===== src/rtl/back_sprite.sv =====
// Tiled background strip renderer: maps the current VGA pixel to a sprite ROM address
// and turns the returned RRRGGGBB byte into a colour, zero outside the window or on blank/key.
module back_sprite #(
   parameter int unsigned TILE_W_LOG2 = 5,
   parameter int unsigned TILE_H_LOG2 = 4,
   parameter int unsigned SHEET_W     = 32,
   parameter int unsigned ADDR_W      = 16,
   parameter int unsigned TRANSP_EN   = 1,
   parameter logic [7:0]  TRANSP_KEY  = 8'hE3
) (
   input  logic              clk,
   input  logic              rst,
   input  logic [10:0]       x0,
   input  logic [10:0]       y0,
   input  logic [10:0]       x1,
   input  logic [10:0]       y1,
   input  logic [10:0]       hc,
   input  logic [10:0]       vc,
   input  logic              blank,
   input  logic [9:0]        sprite_num,
   output logic [ADDR_W-1:0] rom_addr,
   input  logic [7:0]        mem_value,
   output logic [2:0]        R,
   output logic [2:0]        G,
   output logic [1:0]        B
);

   logic                   in_win;
   logic                   vis_d;
   logic                   key_hit;
   logic [TILE_W_LOG2-1:0] col;
   logic [TILE_H_LOG2-1:0] row;

   // Window test and tile-wrapped ROM address for the current pixel
   always_comb begin
      in_win   = (hc >= x0) && (hc < x1) && (vc >= y0) && (vc < y1);
      col      = TILE_W_LOG2'(hc - x0);
      row      = TILE_H_LOG2'(vc - y0);
      rom_addr = '0;
      if (in_win) begin
         rom_addr = ADDR_W'(32'(row) * 32'(SHEET_W) + 32'(sprite_num) + 32'(col));
      end
   end

   // Visibility delayed one clock to line up with the ROM read latency
   always_ff @(posedge clk or negedge rst) begin
      if (!rst) begin
         vis_d <= 1'b0;
      end else begin
         vis_d <= in_win & ~blank;
      end
   end

   always_comb begin
      key_hit   = (TRANSP_EN != 0) && (mem_value == TRANSP_KEY);
      {R, G, B} = (vis_d && !key_hit) ? mem_value : 8'h00;
   end

endmodule


===== config.mk =====
export PLATFORM = sky130hd
export DESIGN_NAME = back_sprite
export DESIGN_NICKNAME = d
export VERILOG_FILES = /design/src/rtl/back_sprite.sv
export SDC_FILE = /design/constraint.sdc
export NUM_CORES = 1
export LEC_CHECK = 0
export CAP_MARGIN = 20
export CORE_ASPECT_RATIO = 0.75
export CORE_MARGIN = 2
export CORE_UTILIZATION = 38
export DETAILED_ROUTE_END_ITERATION = 8
export GPL_TIMING_DRIVEN = 0
export PLACE_DENSITY = 0.85
export SLEW_MARGIN = 20
export SYNTH_ARGS = -nofsm -noshare
export SYNTH_HDL_FRONTEND = slang
export SYNTH_SLANG_ARGS = --single-unit

===== constraint.sdc =====
create_clock -name clk -period 3.5 [get_ports clk]
set_input_delay 0.525 -clock clk [delete_from_list [all_inputs] [get_ports clk]]
set_output_delay 0.525 -clock clk [all_outputs]
set_load 0.01 [all_outputs]

==> qor.json <==
{
  "layout": {
    "fraction_of_layout_instances_using_a_drive_strength_above_1_pct": 17.18,
    "num_antenna_cells": 0,
    "biggestRegsByFlops": "vis_d (1)",
    "multi_input_comb_area_um2": 1718,
    "largest_reg_flops": 1,
    "n_fill_cell": 360,
    "num-nets-final": 499,
    "synthesis_to_finish_area_growth_pct": 77.89,
    "sequential_cell_area_um2": 25.02,
    "top_reg_by_flops": "vis_d"
  },
  "route": {
    "routed_wirelength_um": 5052,
    "detailedRoute.firstPassIterationCount": 4,
    "drt_first_iter_violations": 27,
    "post_drt_via_cell_ratio": 4.786,
    "routed-via-count": 1972,
    "detail_route.drc_violations": 0,
    "antenna_left": 0,
    "route.detailed.wl_per_inst_um": 12.26
  },
  "floorplan": {
    "initial_utilization_pct": 39.78,
    "die-area_um2": 5244,
    "die_width_um": 82.96,
    "top_level_ports": 111,
    "core_um2": 4467,
    "chipHeight_um": 63.22,
    "row_count": 21
  },
  "yosys": {
    "synthesis.yosys.warnings": 0,
    "synth.most_common_cell": "ha_1",
    "syn-mean-instance-area_um2": 7.560,
    "synth_edf_count": 0,
    "yosys-top-cells-count": "ha_1 (52), inv_1 (51), a21oi_1 (22), and2_1 (15), a21o_1 (10)",
    "syn-cell-area_um2": 1777,
    "ys_async_sr_fraction_pct": 100.0,
    "synthCells": 235,
    "synth_top_cell_by_area": "ha_1",
    "ys_types": 42,
    "yosys-top-cells-area": "ha_1 (37%), inv_1 (11%), a21oi_1 (6.2%), and2_1 (5.3%), a21o_1 (4.2%)",
    "synth_seq_area_share_pct": 1.408,
    "postSynthRegisterBits": 1,
    "yosysTopAreaCellShare_pct": 36.62,
    "synth_ff_type": "dfrtp_1"
  },
  "sta": {
    "achievable-frequency_mhz": 292.9,
    "hold_slack_ps": 674.2,
    "setup-violations-final": 0,
    "total_count_of_max_transition_violations_in_the_final_report": 0,
    "fin_crit_sh_pct": 97.55,
    "setup_repair_after_global_routing_missed_its_margin": "yes",
    "setup_total_negative_slack_ps": 0,
    "timing.final.hold_violations": 0,
    "period_needed_ps": 3414
  },
  "power": {
    "power.leakage_uw": 0.001614,
    "power.ir.vdd_worst_mv": 0.1196,
    "pwr_density_cell_nw_per_um2": 166.4
  },
  "setup_path": {
    "cp-start-kind": "primary input",
    "cp_max_fo": 3,
    "setup.worst_path.end_class": "output port",
    "crit_required_ps": 2970,
    "startpoint_to_endpoint_class_of_the_critical_path": "primary input to output port",
    "timing.critical_path.arrival_ps": 2890
  },
  "run": {
    "max_cap_viol_count": 0
  },
  "cts": {
    "cts.hold.buffers_added": 0,
    "cts.reportedPaths.clkPinSlew_ps": 0
  },
  "global_route": {
    "grt_util_all_layers_pct": 18.49,
    "grt_pass1_vias": 1898,
    "grt_first_pass_wirelength_um": 8383,
    "globalRoute.totalOverflow": 0,
    "pin_count_of_the_biggest_net_entering_global_routing": 11,
    "initial_antenna_violation_count": 0
  },
  "place": {
    "io_buffer_count": 105,
    "finalWeightedCongestion": 0.7952,
    "dp_hpwl_um": 4209
  },
  "outcome": {
    "status": "finished, final reports clean"
  },
  "hold_path": {
    "min-delay-path-class": "primary input to asynchronous set/reset pin"
  }
}
==> where the power goes <==
part	switching, uW	internal [uW]	total, uW
clock network	0	0	0
logic	216	297	513
registers	0.253	12.1	12.3
==> critical path, stage by stage <==
cell	delay (ps)
clkdlybuf4s50_1	460
ha_1	160
inv_2	60
fa_1	420
xor2_1	170
ha_1	310
nor4_1	310
a21oi_1	90
o311ai_1	90
o31a_1	180
buf_2	120
==> placed cells by master, fill, tap and decap left out, types with 4 or more instances in the layout <==
cell type | synthesis | routed
clkdlybuf4s50_1 | 0 | 87
inv_1 | 51 | 46
ha_1 | 52 | 43
a21oi_1 | 22 | 18
and2_1 | 15 | 15
buf_4 | 5 | 15
a21o_1 | 10 | 10
nand2_1 | 9 | 9
o21ai_0 | 9 | 8
ha_4 | 0 | 8
xor2_1 | 6 | 5
conb_1 | 1 | 5
buf_2 | 0 | 5
a21oi_2 | 1 | 4
inv_2 | 0 | 4
nand3_1 | 5 | 4
dlygate4sd2_1 | 0 | 4
==> kinds of logic (layout without fill, tap and decap cells) <==
logic type      count (synthesis)  after routing  synth area share (%)
compound gates                 59             59                 22.11
xor+xnor                       11             11                 5.422
fa+ha+maj                      55             55                 40.00
buf+inv                        57            173                 13.52
flops                           1              1                 1.408
other cells                     1              5                0.2111
simple gates                   51             51                 17.32
==> per-layer routing <==
metal	vias up	track usage, %	share of wire, %
met4	0	0	0
li1	1050	-	-
met1	871	25.26	48
met2	51	34.07	47
met3	0	1.180	4.3
met5	-	0	0
==> final timing paths <==
| check | start | end | slack [ps] | cells after the start |
|---|---|---|---|---|
| max in group asynchronous | rst | vis_d$_DFF_PN0_ | 2730 | 1 |
| setup / recovery | y0[0] | rom_addr[9] | 90 | 11 |
| hold / removal | rst | vis_d$_DFF_PN0_ | 670 | 1 |
| min in group clk | blank | vis_d$_DFF_PN0_ | 1130 | 2 |
==> metrics by stage <==
step	setup WS (ps)	area (um^2)	power, uW	instances	utilization (%)
finish	85.73	3161	525.8	412	70.76
CTS	16.20	3028	471.1	410	67.79
global route	-27.93	3161	582.1	412	70.76
global placement	-752.9	2914	405.0	401	65.24
floorplan	289.5	1792	252.7	239	-
detailed placement	-753.3	2914	414.7	401	65.24
==> timing repair <==
action / 4_1_cts / 5_1_grt
endpoints found under the setup margin: 11 / 7
pin swaps: 26 / 24
gates resized for setup: 52 / 30
buffers inserted: 9 / 2
hold endpoints to repair: 0 / 0
==> layout make-up <==
type	instances	share of cell area (%)
multi-input cells	181	54.35
well taps	57	2.257
flip-flops and latches	1	0.7918
repair buffers	116	34.92
plain buffers	6	1.544
inverters	51	6.136
Power figures use the tool's default switching activity.
